## config.mk

```make
export PLATFORM = sky130hd
export DESIGN_NAME = fetch_pc_unit_flat
export DESIGN_NICKNAME = d
export VERILOG_FILES = /design/src/rtl/fetch_pkg.sv /design/src/rtl/fetch_pc_unit_if.sv /design/src/rtl/fetch_pc_unit_next_pc_sel.sv /design/src/rtl/fetch_pc_unit.sv /design/src/flat_wrapper.sv
export SDC_FILE = /design/constraint.sdc
export NUM_CORES = 1
export LEC_CHECK = 0
export CAP_MARGIN = 20
export CORE_ASPECT_RATIO = 2
export CORE_UTILIZATION = 25
export CTS_BUF_LIST = sky130_fd_sc_hd__clkbuf_8
export CTS_CLUSTER_SIZE = 25
export DETAILED_ROUTE_END_ITERATION = 10
export PLACE_DENSITY_LB_ADDON = 0.3
export SETUP_SLACK_MARGIN = 0.05
export SYNTH_ARGS = -nofsm -noshare
export SYNTH_HDL_FRONTEND = slang
export SYNTH_SLANG_ARGS = --single-unit
```

## constraint.sdc

```tcl
create_clock -name clk -period 8 [get_ports clk]
set_input_delay 1.6 -clock clk [delete_from_list [all_inputs] [get_ports clk]]
set_output_delay 1.6 -clock clk [all_outputs]
set_load 0.02 [all_outputs]
```

## src/rtl/fetch_pkg.sv

```systemverilog
// Constants and state encoding shared by the fetch stage, instruction memory and decoder.
package fetch_pkg;

  localparam logic [5:0]  HALT_OPCODE = 6'b111111;
  localparam logic [31:0] HALT_WORD   = 32'hFC00_0000;
  localparam logic [31:0] INIT_ADDR   = 32'hFFFF_FFFC;

  typedef enum logic [1:0] {
    INIT = 2'd0,
    RUN  = 2'd1,
    HALT = 2'd2
  } fetch_state_t;

  function automatic logic is_halt_opcode(input logic [5:0] op);
    return op == HALT_OPCODE;
  endfunction

endpackage

```

## src/rtl/fetch_pc_unit_if.sv

```systemverilog
// Control/redirect inputs and fetch-address/status outputs of the fetch stage.
// fetch_count is present only when FETCH_COUNT_EN is defined.
interface fetch_pc_unit_if;

  logic        stall;
  logic        branch_taken;
  logic [31:0] branch_target;
  logic        jump;
  logic [31:0] jump_target;
  logic [5:0]  opcode_in;
  logic [31:0] address;
  logic [31:0] pc_plus4;
  logic        running;
  logic        halted;
  logic        err_range;
  logic        err_align;
`ifdef FETCH_COUNT_EN
  logic [31:0] fetch_count;
`endif

  modport master (
    output stall, branch_taken, branch_target, jump, jump_target, opcode_in,
`ifdef FETCH_COUNT_EN
    input  fetch_count,
`endif
    input  address, pc_plus4, running, halted, err_range, err_align
  );

  modport slave (
    input  stall, branch_taken, branch_target, jump, jump_target, opcode_in,
`ifdef FETCH_COUNT_EN
    output fetch_count,
`endif
    output address, pc_plus4, running, halted, err_range, err_align
  );

endinterface

```

## src/rtl/fetch_pc_unit_next_pc_sel.sv

```systemverilog
// Combinational next-address selection (jump > branch > stall > +4) with
// alignment check on redirect targets and range check on the chosen address.
module next_pc_sel #(
  parameter int unsigned INSTRUCTION_MEM_SIZE = 128
) (
  input  logic [31:0] address,
  input  logic        stall,
  input  logic        jump,
  input  logic [31:0] jump_target,
  input  logic        branch_taken,
  input  logic [31:0] branch_target,
  output logic [31:0] next_addr,
  output logic        update,
  output logic        bad_align,
  output logic        bad_range
);

  localparam logic [31:0] ADDR_LIMIT = 32'(4 * INSTRUCTION_MEM_SIZE);

  logic redirect;

  always_comb begin
    next_addr = address + 32'd4;
    redirect  = 1'b0;
    update    = 1'b1;
    if (jump) begin
      next_addr = jump_target;
      redirect  = 1'b1;
    end else if (branch_taken) begin
      next_addr = branch_target;
      redirect  = 1'b1;
    end else if (stall) begin
      next_addr = address;
      update    = 1'b0;
    end
  end

  // Misalignment takes precedence so a single bad redirect raises one flag only.
  assign bad_align = redirect && (next_addr[1:0] != 2'b00);
  assign bad_range = !bad_align && (next_addr >= ADDR_LIMIT);

endmodule

```

## src/rtl/fetch_pc_unit.sv

```systemverilog
// Program counter and fetch sequencing (INIT -> RUN -> HALT).
// Optional fetch_count output enabled by defining FETCH_COUNT_EN.
module fetch_pc_unit #(
  parameter int unsigned INSTRUCTION_MEM_SIZE = 128,
  parameter logic [31:0] INIT_ADDR            = fetch_pkg::INIT_ADDR
) (
  input logic            clk,
  input logic            rst_n,
  fetch_pc_unit_if.slave bus
);

  import fetch_pkg::*;

  fetch_state_t state;
  logic [31:0]  addr_q;
  logic         running_q;
  logic         halted_q;
  logic         err_range_q;
  logic         err_align_q;
  logic [31:0]  next_addr;
  logic         update;
  logic         bad_align;
  logic         bad_range;
  logic         halt_op;

  next_pc_sel #(
    .INSTRUCTION_MEM_SIZE(INSTRUCTION_MEM_SIZE)
  ) u_next_pc_sel (
    .address       (addr_q),
    .stall         (bus.stall),
    .jump          (bus.jump),
    .jump_target   (bus.jump_target),
    .branch_taken  (bus.branch_taken),
    .branch_target (bus.branch_target),
    .next_addr     (next_addr),
    .update        (update),
    .bad_align     (bad_align),
    .bad_range     (bad_range)
  );

  assign halt_op = is_halt_opcode(bus.opcode_in);

`ifdef FETCH_COUNT_EN
  logic [31:0] count_q;
  assign bus.fetch_count = count_q;
`endif

  always_ff @(posedge clk or negedge rst_n) begin
    if (!rst_n) begin
      state       <= INIT;
      addr_q      <= INIT_ADDR;
      running_q   <= 1'b0;
      halted_q    <= 1'b0;
      err_range_q <= 1'b0;
      err_align_q <= 1'b0;
`ifdef FETCH_COUNT_EN
      count_q     <= '0;
`endif
    end else begin
      case (state)
        INIT: begin
          state     <= RUN;
          addr_q    <= '0;
          running_q <= 1'b1;
        end
        RUN: begin
          // Halt opcode at the current address outranks any redirect or error.
          if (halt_op || bad_align || bad_range) begin
            state       <= HALT;
            running_q   <= 1'b0;
            halted_q    <= 1'b1;
            err_align_q <= err_align_q | (!halt_op && bad_align);
            err_range_q <= err_range_q | (!halt_op && bad_range);
          end else begin
            addr_q <= next_addr;
`ifdef FETCH_COUNT_EN
            if (update) count_q <= count_q + 32'd1;
`endif
          end
        end
        HALT: ;
        default: begin
          state     <= HALT;
          running_q <= 1'b0;
          halted_q  <= 1'b1;
        end
      endcase
    end
  end

`ifndef FETCH_COUNT_EN
  logic unused_update;
  assign unused_update = update;
`endif

  assign bus.address   = addr_q;
  assign bus.pc_plus4  = addr_q + 32'd4;
  assign bus.running   = running_q;
  assign bus.halted    = halted_q;
  assign bus.err_range = err_range_q;
  assign bus.err_align = err_align_q;

endmodule
```

## src/flat_wrapper.sv

```systemverilog
// flat-port wrapper written by rule: the top's interface ports become plain ports
module fetch_pc_unit_flat import fetch_pkg::*;
#(
  parameter int unsigned INSTRUCTION_MEM_SIZE = 128,
  parameter logic [31:0] INIT_ADDR            = fetch_pkg::INIT_ADDR
)
  (clk, rst_n, bus_stall, bus_branch_taken, bus_branch_target, bus_jump, bus_jump_target, bus_opcode_in, bus_address, bus_pc_plus4, bus_running, bus_halted, bus_err_range, bus_err_align);
  fetch_pc_unit_if bus_i ();
  input logic clk;
  input logic rst_n;
  input wire logic [$bits(bus_i.stall)-1:0] bus_stall;
  input wire logic [$bits(bus_i.branch_taken)-1:0] bus_branch_taken;
  input wire logic [$bits(bus_i.branch_target)-1:0] bus_branch_target;
  input wire logic [$bits(bus_i.jump)-1:0] bus_jump;
  input wire logic [$bits(bus_i.jump_target)-1:0] bus_jump_target;
  input wire logic [$bits(bus_i.opcode_in)-1:0] bus_opcode_in;
  output wire logic [$bits(bus_i.address)-1:0] bus_address;
  output wire logic [$bits(bus_i.pc_plus4)-1:0] bus_pc_plus4;
  output wire logic [$bits(bus_i.running)-1:0] bus_running;
  output wire logic [$bits(bus_i.halted)-1:0] bus_halted;
  output wire logic [$bits(bus_i.err_range)-1:0] bus_err_range;
  output wire logic [$bits(bus_i.err_align)-1:0] bus_err_align;
  assign bus_i.stall = bus_stall;
  assign bus_i.branch_taken = bus_branch_taken;
  assign bus_i.branch_target = bus_branch_target;
  assign bus_i.jump = bus_jump;
  assign bus_i.jump_target = bus_jump_target;
  assign bus_i.opcode_in = bus_opcode_in;
  assign bus_address = bus_i.address;
  assign bus_pc_plus4 = bus_i.pc_plus4;
  assign bus_running = bus_i.running;
  assign bus_halted = bus_i.halted;
  assign bus_err_range = bus_i.err_range;
  assign bus_err_align = bus_i.err_align;
  fetch_pc_unit #(.INSTRUCTION_MEM_SIZE(INSTRUCTION_MEM_SIZE), .INIT_ADDR(INIT_ADDR)) u_core (.clk(clk), .rst_n(rst_n), .bus(bus_i));
endmodule
```

Yosys cells after proc, flatten, opt, wreduce, memory -nomap -nowiden

Index checks and enable logic that the tools add are counted.
Widths: inputs -> output; s select.

Muxes and demuxes: 13
Add/subtract/negate cells: 1
Magnitude comparators: 1
Reduce and logical (&&, ||, !) cells: 16
Eq/ne operators: 5
Bitwise operators: 4

Operators with widths:

| operator              | number |
|---|---|
| $mux 32               | 4 |
| $pmux 32 s2           | 1 |
| $add 32x3->32 const B | 1 |
| $ge 32x10->1 const B  | 1 |
| $reduce_and 2->1      | 4 |
| $eq 6x6->1 const B    | 1 |
| $pmux 2 s3            | 1 |
| $logic_and 1x1->1     | 4 |
| $mux 1                | 4 |
| $reduce_bool 2->1     | 2 |
| $pmux 1 s3            | 1 |
| $eq 2x1->1 const B    | 1 |
| $eq 2x2->1 const B    | 1 |
| $logic_not 1->1       | 2 |
| $logic_not 2->1       | 1 |
| $logic_or 1x1->1      | 2 |
| $mux 2                | 1 |
| $ne 2x1->1 const B    | 1 |
| $ne 2x2->1 const B    | 1 |
| $not 1->1             | 2 |
| $or 1x1->1            | 2 |
| $pmux 1 s2            | 1 |
| $reduce_or 2->1       | 1 |

Output and inout port bits: 68
Input bits: 75
Register bits after elaboration: 38
Word-level logic and storage cells: 46

Longest topological paths before layout

Gate-level depths: netlist of run 1.

Depth in word-level cells: 11
Gate-level depth with buffers: 11

Hierarchy

A second synthesis of run 1 with hierarchy kept.

Cell total of the unflattened synthesis: 415
Area, all modules: 3512.1 µm²

Modules (own cells, without submodules):

| module        | cells each | area an instance (µm²) | times used |
|---|---|---|---|
| fetch_pc_unit | 177        | 2020.7                 | 1 |
| next_pc_sel   | 238        | 1491.4                 | 1 |

Worst setup path before layout of run 1

No wires, ideal clock.

Path kind: input to register
Start: input bus_stall
End: register u_core.addr_q[4], in the netlist u_core.bus.address[4]
Setup time: 0.082 ns
Required time: 7.918 ns
Buffers on the path: 0
Stages on the path: 9
Arrival time: 3.952 ns
Setup slack: 3.965 ns
Cells stage by stage: nand4b_1 > nor4_2 > mux2i_1 > nor3_1 > a2111o_1 > a2111oi_4 > a31oi_4 > inv_4 > mux2_4

Longest elaborated chain between the ends: 10
Elaborated cells between the ends (all ways): 14
Those cells by class: 1 x order compare; 1 x eq/ne; 5 x mux; 7 x reduce/logical

Ends and longest elaborated chain:

| element                                              | line                            | RTL |
|---|---|---|
| start, declared                                      | flat_wrapper.sv:11              | `input wire logic [$bits(bus_i.stall)-1:0] bus_stall;` |
| $mux 32 (*)                                          | fetch_pc_unit_next_pc_sel.sv:32 | `end else if (stall) begin` |
| $mux 32 (*)                                          | fetch_pc_unit_next_pc_sel.sv:29 | `end else if (branch_taken) begin` |
| $mux 32 (*)                                          | fetch_pc_unit_next_pc_sel.sv:26 | `if (jump) begin` |
| branches (longest 7 deep; another with $ge 32x10->1) | --                              |  |
| end signal, assigned                                 | fetch_pc_unit.sv:75             | `addr_q <= next_addr;` |
| end, declared                                        | fetch_pc_unit.sv:15             | `logic [31:0] addr_q;` |

Every way passes the cells marked *. The select of a mux whose other input is x is not followed.
A chain may end at the register's enable or synchronous reset.

Worst setup path in the final report of run 1

Start: register u_core.addr_q[2], in the netlist u_core.bus.address[2]
End: output bus_pc_plus4[28]

Longest elaborated chain between the ends: 1

Ends and longest elaborated chain:

| element       | line                | RTL |
|---|---|---|
| $add 32x3->32 | fetch_pc_unit.sv:97 | `assign bus.pc_plus4 = addr_q + 32'd4;` |
| end, declared | flat_wrapper.sv:18  | `output wire logic [$bits(bus_i.pc_plus4)-1:0] bus_pc_plus4;` |

No other way between the ends.

==> run_summary.xml, run 1 <==
<?xml version="1.0" encoding="UTF-8"?>
<metrics>
  <group name="power_and_ir_drop">
    <metric name="cell_internal_pwr" unit="W">0.0002985</metric>
    <metric name="sequential_share_of_power" unit="%">47.4</metric>
    <metric name="switching_power" unit="W">0.0001070</metric>
    <metric name="vdd.ir_drop.worst" unit="V">0.00005910</metric>
    <metric name="comb_power_share" unit="%">20.9</metric>
    <metric name="static_leakage" unit="nW">1.669</metric>
    <metric name="clkPwrFrac" unit="%">31.8</metric>
    <metric name="power_switching_share" unit="%">26.39</metric>
    <metric name="power_density" unit="nW/um^2">86.55</metric>
  </group>
  <group name="clocking">
    <metric name="clkSlewWorstSetupHoldPaths" unit="ps">80</metric>
    <metric name="buffer_cell_driving_the_clock_tree_root" unit="">sky130_fd_sc_hd__clkbuf_8</metric>
    <metric name="num_cts_buffers" unit="">5</metric>
    <metric name="clock_latency" unit="ps">290</metric>
    <metric name="post_cts_buffers" unit="">0</metric>
    <metric name="tritoncts_clock_tree" unit="">yes</metric>
    <metric name="number_of_buffers_on_the_longest_clock_path" unit="">2</metric>
    <metric name="cts_resized" unit="">0</metric>
    <metric name="postCtsHoldBufs" unit="">0</metric>
    <metric name="cts_sinks" unit="">37</metric>
    <metric name="htree_levels" unit="">2</metric>
  </group>
  <group name="routing">
    <metric name="wl_per_cell" unit="um">18.18</metric>
    <metric name="drt_pass1_iterations" unit="">4</metric>
    <metric name="via_count" unit="">3353</metric>
    <metric name="wire_length_reported_by_the_detailed_router" unit="mm">11.69</metric>
    <metric name="post-route-drc-count" unit="">0</metric>
    <metric name="via_per_inst" unit="">5.215</metric>
    <metric name="ant_nets" unit="">0</metric>
    <metric name="detail_route.iter0.violations" unit="">156</metric>
  </group>
  <group name="setup_path">
    <metric name="critPathCaptureType" unit="">output port</metric>
    <metric name="crit_type" unit="">reg2out</metric>
    <metric name="cp-start-kind" unit="">flop</metric>
    <metric name="cp_slowest_stage_delay" unit="ps">690</metric>
    <metric name="worstPathCellList" unit="">ha_1, nand4_1, or4_1, nor3_1, nand3_1, xnor2_1, clkdlybuf4s50_1</metric>
    <metric name="slowest_stage" unit="">sky130_fd_sc_hd__or4_1</metric>
    <metric name="crit_arrival" unit="ps">3850</metric>
    <metric name="crit_buf_inv" unit="">1</metric>
    <metric name="crit_path_max_fanout" unit="">11</metric>
    <metric name="crit_required" unit="ps">6400</metric>
    <metric name="critPathTopFamily" unit="">simple AND/OR/NAND/NOR gates</metric>
    <metric name="reg2reg_slack" unit="ps">3880</metric>
  </group>
  <group name="place">
    <metric name="place_congestion" unit="">0.8865</metric>
    <metric name="hpwl" unit="mm">9.353</metric>
    <metric name="place_area" unit="sq um">4599</metric>
    <metric name="port-buffer-count" unit="">142</metric>
  </group>
  <group name="grt">
    <metric name="grt_max_degree" unit="">38</metric>
    <metric name="antenna_found_initial" unit="">0</metric>
    <metric name="grt_remaining_overflow" unit="">0</metric>
    <metric name="globalRouteTotalUtil" unit="%">17.80</metric>
    <metric name="first_global_vias" unit="">3392</metric>
    <metric name="grt_pass1_wl" unit="mm">17.71</metric>
  </group>
  <group name="job">
    <metric name="max_cap_violations" unit="">0</metric>
  </group>
  <group name="floorplan">
    <metric name="floorplan.die_area" unit="sq um">13280</metric>
    <metric name="design.portCount" unit="">143</metric>
    <metric name="die_height" unit="um">162.0</metric>
    <metric name="core_area" unit="sq um">12550</metric>
    <metric name="rows" unit="">58</metric>
    <metric name="initial_utilization" unit="%">25.47</metric>
    <metric name="floorplan.die.width" unit="um">81.98</metric>
  </group>
  <group name="finish">
    <metric name="num_antenna_cells" unit="">0</metric>
    <metric name="multi_input_area" unit="sq um">1977</metric>
    <metric name="final_net_count" unit="">568</metric>
    <metric name="layout.filler_cells" unit="">1303</metric>
    <metric name="finalInstanceArea" unit="sq um">4686</metric>
    <metric name="final_layout_size_suffix_gt1_share" unit="%">12.37</metric>
    <metric name="synthToLayoutAreaGrowth" unit="%">46.52</metric>
    <metric name="seqCellArea" unit="sq um">963.4</metric>
  </group>
  <group name="logic_synthesis">
    <metric name="syn-instance-count" unit="">371</metric>
    <metric name="yosysTopAreaCell" unit="">sky130_fd_sc_hd__dfstp_2</metric>
    <metric name="yosysSeqAreaShare" unit="%">30.13</metric>
    <metric name="syn_area" unit="sq um">3198</metric>
    <metric name="synth-edff-count" unit="">0</metric>
    <metric name="yosys.area.top_type_share" unit="%">24.65</metric>
    <metric name="yosys_register_bits" unit="">37</metric>
    <metric name="synthMostInstantiatedCell" unit="">sky130_fd_sc_hd__nor2_1</metric>
    <metric name="post_synth_most_frequent_cells" unit="">38 x sky130_fd_sc_hd__nor2_1, 30 x sky130_fd_sc_hd__dfstp_2, 27 x sky130_fd_sc_hd__xnor2_1</metric>
    <metric name="async_reset_ff_share" unit="%">100.0</metric>
    <metric name="yosys-top-cells-area" unit="">sky130_fd_sc_hd__dfstp_2 25%, sky130_fd_sc_hd__xnor2_1 7.4%, sky130_fd_sc_hd__dfrtp_1 5.5%, sky130_fd_sc_hd__nor2_1 4.5%, sky130_fd_sc_hd__xor2_1 4.1%</metric>
    <metric name="synthDistinctLibCells" unit="">71</metric>
    <metric name="synthesis.yosys.warnings" unit="">0</metric>
    <metric name="synth_area_per_cell" unit="sq um">8.620</metric>
    <metric name="synth.net_count" unit="">447</metric>
    <metric name="synth-main-ff-cell" unit="">sky130_fd_sc_hd__dfstp_2</metric>
  </group>
  <group name="sta">
    <metric name="setup_viol" unit="">0</metric>
    <metric name="tightestPinTransition" unit="ps">951.1</metric>
    <metric name="final.hold.worst_slack" unit="ps">467.8</metric>
    <metric name="maxSlewViolCount" unit="">0</metric>
    <metric name="timing.final.hold_violations" unit="">0</metric>
    <metric name="final.setup_skew" unit="ps">5.130</metric>
    <metric name="fin_crit" unit="ps">5450</metric>
    <metric name="rsz0062_at_grt" unit="">false</metric>
    <metric name="setup_tns_final" unit="ps">0</metric>
    <metric name="relSlewSlack" unit="%">36.39</metric>
    <metric name="fmax" unit="GHz">0.1835</metric>
    <metric name="post-route-period-util" unit="%">68.13</metric>
  </group>
  <group name="outcome">
    <metric name="result_of_the_run" unit="">finished clean</metric>
  </group>
  <group name="worst_hold_path">
    <metric name="worst_hold_path_type" unit="">reg2reg</metric>
  </group>
</metrics>
[layer usage]
layer / wire length, um / share of wire (%) / GRT usage [%]
met3: 732 / 6.3 / 2.978
met5: 0 / 0 / 0
met1: 3894 / 33 / 16.81
met2: 6512 / 56 / 33.92
met4: 548 / 4.7 / 10.29
[placed cells by master, fill, tap and decap left out, drive strengths merged, types with 5 or more instances in the layout]
cell and n:
clkdlybuf4s50 141, nor2 38, dfstp 30, xnor2 27, nand2 25, and2 20
nand4 19, nor3 17, xor2 15, a21oi 14, o21ai 14, nand3 14
inv 10, or4 7, dfrtp 7, a31oi 7, nor4 7, mux2i 6
clkbuf 5, o22ai 5
[cells by family after synthesis]
family / after synthesis / synth area share [%]
flops: 37 / 30.13
buf+inv: 40 / 8.059
mux: 8 / 2.699
simple gates: 165 / 28.68
fa+ha+maj: 1 / 0.3912
compound gates: 78 / 18.55
xor+xnor: 42 / 11.50
[through the flow]
stage / setup WS [ps] / total power [W] / cells / util (%)
floorplan: 3965 / 0.0002268 / 371 / -
global placement: 2442 / 0.0002797 / 635 / 36.64
detailed placement: 2269 / 0.0002807 / 635 / 36.64
CTS: 2584 / 0.0004116 / 643 / 37.32
global route: 2339 / 0.0004246 / 643 / 37.32
finish: 2550 / 0.0004056 / 643 / 37.32
[path summary, 6_finish.rpt]
kind | start | end | cells after the start
setup / recovery | u_core.bus.address[2] | bus_pc_plus4[28] | 7
max in group asynchronous | rst_n | u_core.bus.address[1] | 1
setup reg to reg | u_core.bus.address[2] | u_core.bus.address[4] | 10
hold reg to reg | u_core.bus.err_align | u_core.bus.err_align | 1
hold / removal | u_core.bus.err_align | u_core.bus.err_align | 1
min in group asynchronous | rst_n | u_core.bus.halted | 1
[flip-flops by register name, indices dropped and copies added, names as in the netlist]
signal                cells
u_core.state              2
u_core.bus.address       32
u_core.bus.err_range      1
u_core.bus.halted         1
u_core.bus.err_align      1
[area by class of cell]
| class | count | area share, % |
|---|---|---|
| Tap cell | 150 | 4.005 |
| Timing Repair Buffer | 144 | 30.55 |
| Inverter | 10 | 0.8545 |
| Multi-Input combinational cell | 294 | 42.19 |
| Clock inverter | 3 | 0.3738 |
| Clock buffer | 5 | 1.469 |
| Sequential cell | 37 | 20.56 |
[power groups by stage]
| stage | Sequential (W) | Clock (W) | Combinational [W] |
|---|---|---|---|
| after floorplan | 0.000197 | 0 | 0.0000302 |
| after global placement | 0.000195 | 0 | 0.0000846 |
| after detailed placement | 0.000195 | 0 | 0.0000856 |
| after CTS | 0.000192 | 0.000134 | 0.0000858 |
| after global routing | 0.000192 | 0.000140 | 0.0000920 |
| final | 0.000192 | 0.000129 | 0.0000846 |
No activity file was read; power rests on OpenSTA's default activity.
==> inputs of run 2 (changes only) <==
- clock period: 8 -> 4.8 ns (I/O delays scaled with it)
==> run 2 against run 1 <==
- global-route usage is 0.21 points higher
- design area is 1.3% higher
- register-to-register slack worse by 2700 ps
- first-iteration DRC count is 26% higher
- via count is 0.33% higher
- sequential share of layout area is 0.26 points lower
- utilization is 0.48 points higher
- clock power is 89% higher
- clock-buffer cell count is 2 higher
- combinational power is 69% higher
- worst setup slack worse by 2100 ps
- critical endpoint is now bus_pc_plus4[30]
==> run_summary.xml, run 2 (synthesized netlist as in run 1, its figures left out) <==
<?xml version="1.0" encoding="UTF-8"?>
<metrics>
  <group name="finish">
    <metric name="synthToLayoutAreaGrowth" unit="%">48.40</metric>
    <metric name="final_common_cell" unit="">sky130_fd_sc_hd__clkdlybuf4s50_1</metric>
    <metric name="finalInstanceArea" unit="sq um">4746</metric>
    <metric name="layout.cells.most_common_list" unit="">141 x sky130_fd_sc_hd__clkdlybuf4s50_1, 38 x sky130_fd_sc_hd__nor2_1, 30 x sky130_fd_sc_hd__dfstp_2</metric>
    <metric name="layout.filler_cells" unit="">1294</metric>
    <metric name="seqCellArea" unit="sq um">963.4</metric>
    <metric name="multi_input_area" unit="sq um">1977</metric>
    <metric name="num_antenna_cells" unit="">0</metric>
    <metric name="final_net_count" unit="">574</metric>
    <metric name="number_of_flip_flops_under_the_largest_register_name" unit="">32</metric>
    <metric name="post-route-util" unit="%">37.80</metric>
    <metric name="final_layout_size_suffix_gt1_share" unit="%">13.43</metric>
  </group>
  <group name="place">
    <metric name="place_congestion" unit="">0.8983</metric>
    <metric name="place_area" unit="sq um">4644</metric>
    <metric name="hpwl" unit="mm">9.367</metric>
    <metric name="port-buffer-count" unit="">142</metric>
  </group>
  <group name="clocking">
    <metric name="post_cts_buffers" unit="">0</metric>
    <metric name="buffer_cell_driving_the_clock_tree_root" unit="">sky130_fd_sc_hd__clkbuf_8</metric>
    <metric name="clock_latency" unit="ps">290</metric>
    <metric name="number_of_buffers_on_the_longest_clock_path" unit="">2</metric>
    <metric name="tritoncts_clock_tree" unit="">yes</metric>
    <metric name="postCtsHoldBufs" unit="">0</metric>
    <metric name="num_cts_buffers" unit="">5</metric>
    <metric name="clkSlewWorstSetupHoldPaths" unit="ps">70</metric>
    <metric name="cts_sinks" unit="">37</metric>
    <metric name="cts_resized" unit="">0</metric>
    <metric name="htree_levels" unit="">2</metric>
  </group>
  <group name="sta">
    <metric name="tightestPinTransition" unit="ps">826.5</metric>
    <metric name="maxSlewViolCount" unit="">0</metric>
    <metric name="final.setup_skew" unit="ps">1.956</metric>
    <metric name="fmax" unit="GHz">0.2304</metric>
    <metric name="timing.final.hold_violations" unit="">0</metric>
    <metric name="final.hold.worst_slack" unit="ps">463.3</metric>
    <metric name="rsz0062_at_grt" unit="">false</metric>
    <metric name="post-route-period-util" unit="%">90.42</metric>
    <metric name="setup_tns_final" unit="ps">0</metric>
    <metric name="relSlewSlack" unit="%">44.90</metric>
    <metric name="fin_crit" unit="ps">4340</metric>
    <metric name="setup_viol" unit="">0</metric>
  </group>
  <group name="setup_path">
    <metric name="worst_r2r_startpoint" unit="">u_core.bus.address[10]</metric>
    <metric name="startpoint" unit="">u_core.bus.address[2]</metric>
    <metric name="crit_required" unit="ps">3840</metric>
    <metric name="worstRegToRegCells" unit="">9</metric>
    <metric name="critical_path_depth" unit="">7</metric>
    <metric name="critPathTopFamily" unit="">simple AND/OR/NAND/NOR gates</metric>
    <metric name="critPathCaptureType" unit="">output port</metric>
    <metric name="cp_slowest_stage_delay" unit="ps">620</metric>
    <metric name="crit_type" unit="">reg2out</metric>
    <metric name="cp-start-kind" unit="">flop</metric>
    <metric name="worstPathCellList" unit="">ha_1, nand4_1, or4_1, nor3_1, nand2_1, xnor2_1, clkdlybuf4s50_1</metric>
    <metric name="crit_arrival" unit="ps">3380</metric>
    <metric name="slowest_stage" unit="">sky130_fd_sc_hd__clkdlybuf4s50_1</metric>
    <metric name="crit_buf_inv" unit="">1</metric>
    <metric name="crit_path_max_fanout" unit="">6</metric>
  </group>
  <group name="job">
    <metric name="max_cap_violations" unit="">0</metric>
  </group>
  <group name="power_and_ir_drop">
    <metric name="vdd.ir_drop.worst" unit="V">0.0001135</metric>
    <metric name="power_density" unit="nW/um^2">148.9</metric>
    <metric name="static_leakage" unit="nW">1.708</metric>
  </group>
  <group name="routing">
    <metric name="detail_route.iter0.violations" unit="">197</metric>
    <metric name="post-route-drc-count" unit="">0</metric>
    <metric name="wl_per_cell" unit="um">18.17</metric>
    <metric name="via_count" unit="">3364</metric>
    <metric name="drt_pass1_iterations" unit="">4</metric>
    <metric name="ant_nets" unit="">0</metric>
    <metric name="wire_length_reported_by_the_detailed_router" unit="mm">11.79</metric>
    <metric name="via_per_inst" unit="">5.183</metric>
  </group>
  <group name="grt">
    <metric name="grt_pass1_wl" unit="mm">17.78</metric>
    <metric name="grt_max_degree" unit="">38</metric>
    <metric name="grt_remaining_overflow" unit="">0</metric>
    <metric name="globalRouteTotalUtil" unit="%">18.01</metric>
    <metric name="antenna_found_initial" unit="">0</metric>
    <metric name="first_global_vias" unit="">3376</metric>
  </group>
  <group name="worst_hold_path">
    <metric name="worst_hold_path_type" unit="">reg2reg</metric>
    <metric name="worst_hold_path.num_cells" unit="">1</metric>
    <metric name="hp-start" unit="">u_core.bus.err_align</metric>
  </group>
  <group name="floorplan">
    <metric name="initial_utilization" unit="%">25.47</metric>
    <metric name="floorplan.die.width" unit="um">81.98</metric>
    <metric name="design.portCount" unit="">143</metric>
    <metric name="core_area" unit="sq um">12550</metric>
    <metric name="rows" unit="">58</metric>
    <metric name="die_height" unit="um">162.0</metric>
    <metric name="floorplan.die_area" unit="sq um">13280</metric>
  </group>
  <group name="outcome">
    <metric name="result_of_the_run" unit="">finished clean</metric>
  </group>
</metrics>
-- run 2: cell types whose count changed in the layout (fill, tap and decap cells not counted) --
cell / previous run / this run
sky130_fd_sc_hd__clkinv_2: 2 / 1
sky130_fd_sc_hd__clkbuf_8: 5 / 7
sky130_fd_sc_hd__buf_4: 2 / 8
sky130_fd_sc_hd__clkinvlp_4: 1 / 0
-- run 2: power by group --
| part | switching (W) | internal [W] | leakage, nW |
|---|---|---|---|
| clock | 0.000114 | 0.000130 | 0.0542 |
| sequential | 0.00000363 | 0.000317 | 0.399 |
| combinational | 0.0000608 | 0.0000817 | 1.25 |
| total | 0.000178 | 0.000528 | 1.71 |
-- run 2: worst paths after layout --
path,slack (ps),endpoint
max in group asynchronous,3520,u_core.bus.address[0]
min,460,u_core.bus.err_align
min in group asynchronous,770,u_core.state[0]
min reg2reg,460,u_core.bus.err_align
max,460,bus_pc_plus4[30]
max reg2reg,1230,u_core.bus.address[4]
-- run 2: layer usage --
metal / wire [um] / vias to the layer above / part of all wire (%) / global-route usage (%)
met5: 0 / - / 0 / 0
met4: 465 / 0 / 3.9 / 9.250
met3: 635 / 29 / 5.4 / 2.303
met2: 6646 / 136 / 56 / 34.56
met1: 4047 / 1606 / 34 / 17.73
li1: - / 1593 / - / -
-- run 2: layout make-up --
class / count / area share [%]
flip-flops and latches: 37 / 20.30
well taps: 150 / 3.955
repair buffers: 150 / 31.11
inverters: 10 / 0.8437
clock inverters: 1 / 0.1055
multi-input cells: 294 / 41.66
clock buffers: 7 / 2.030
-- run 2: through the flow --
stage,worst slack (ps),cells,total power (W)
4_1_cts,498.9,649,0.0007201
3_5_place_dp,550.1,641,0.0004694
2_1_floorplan,1405,371,0.0003780
3_3_place_gp,551.6,641,0.0004688
6_report,459.8,649,0.0007065
5_1_grt,325.6,649,0.0007366
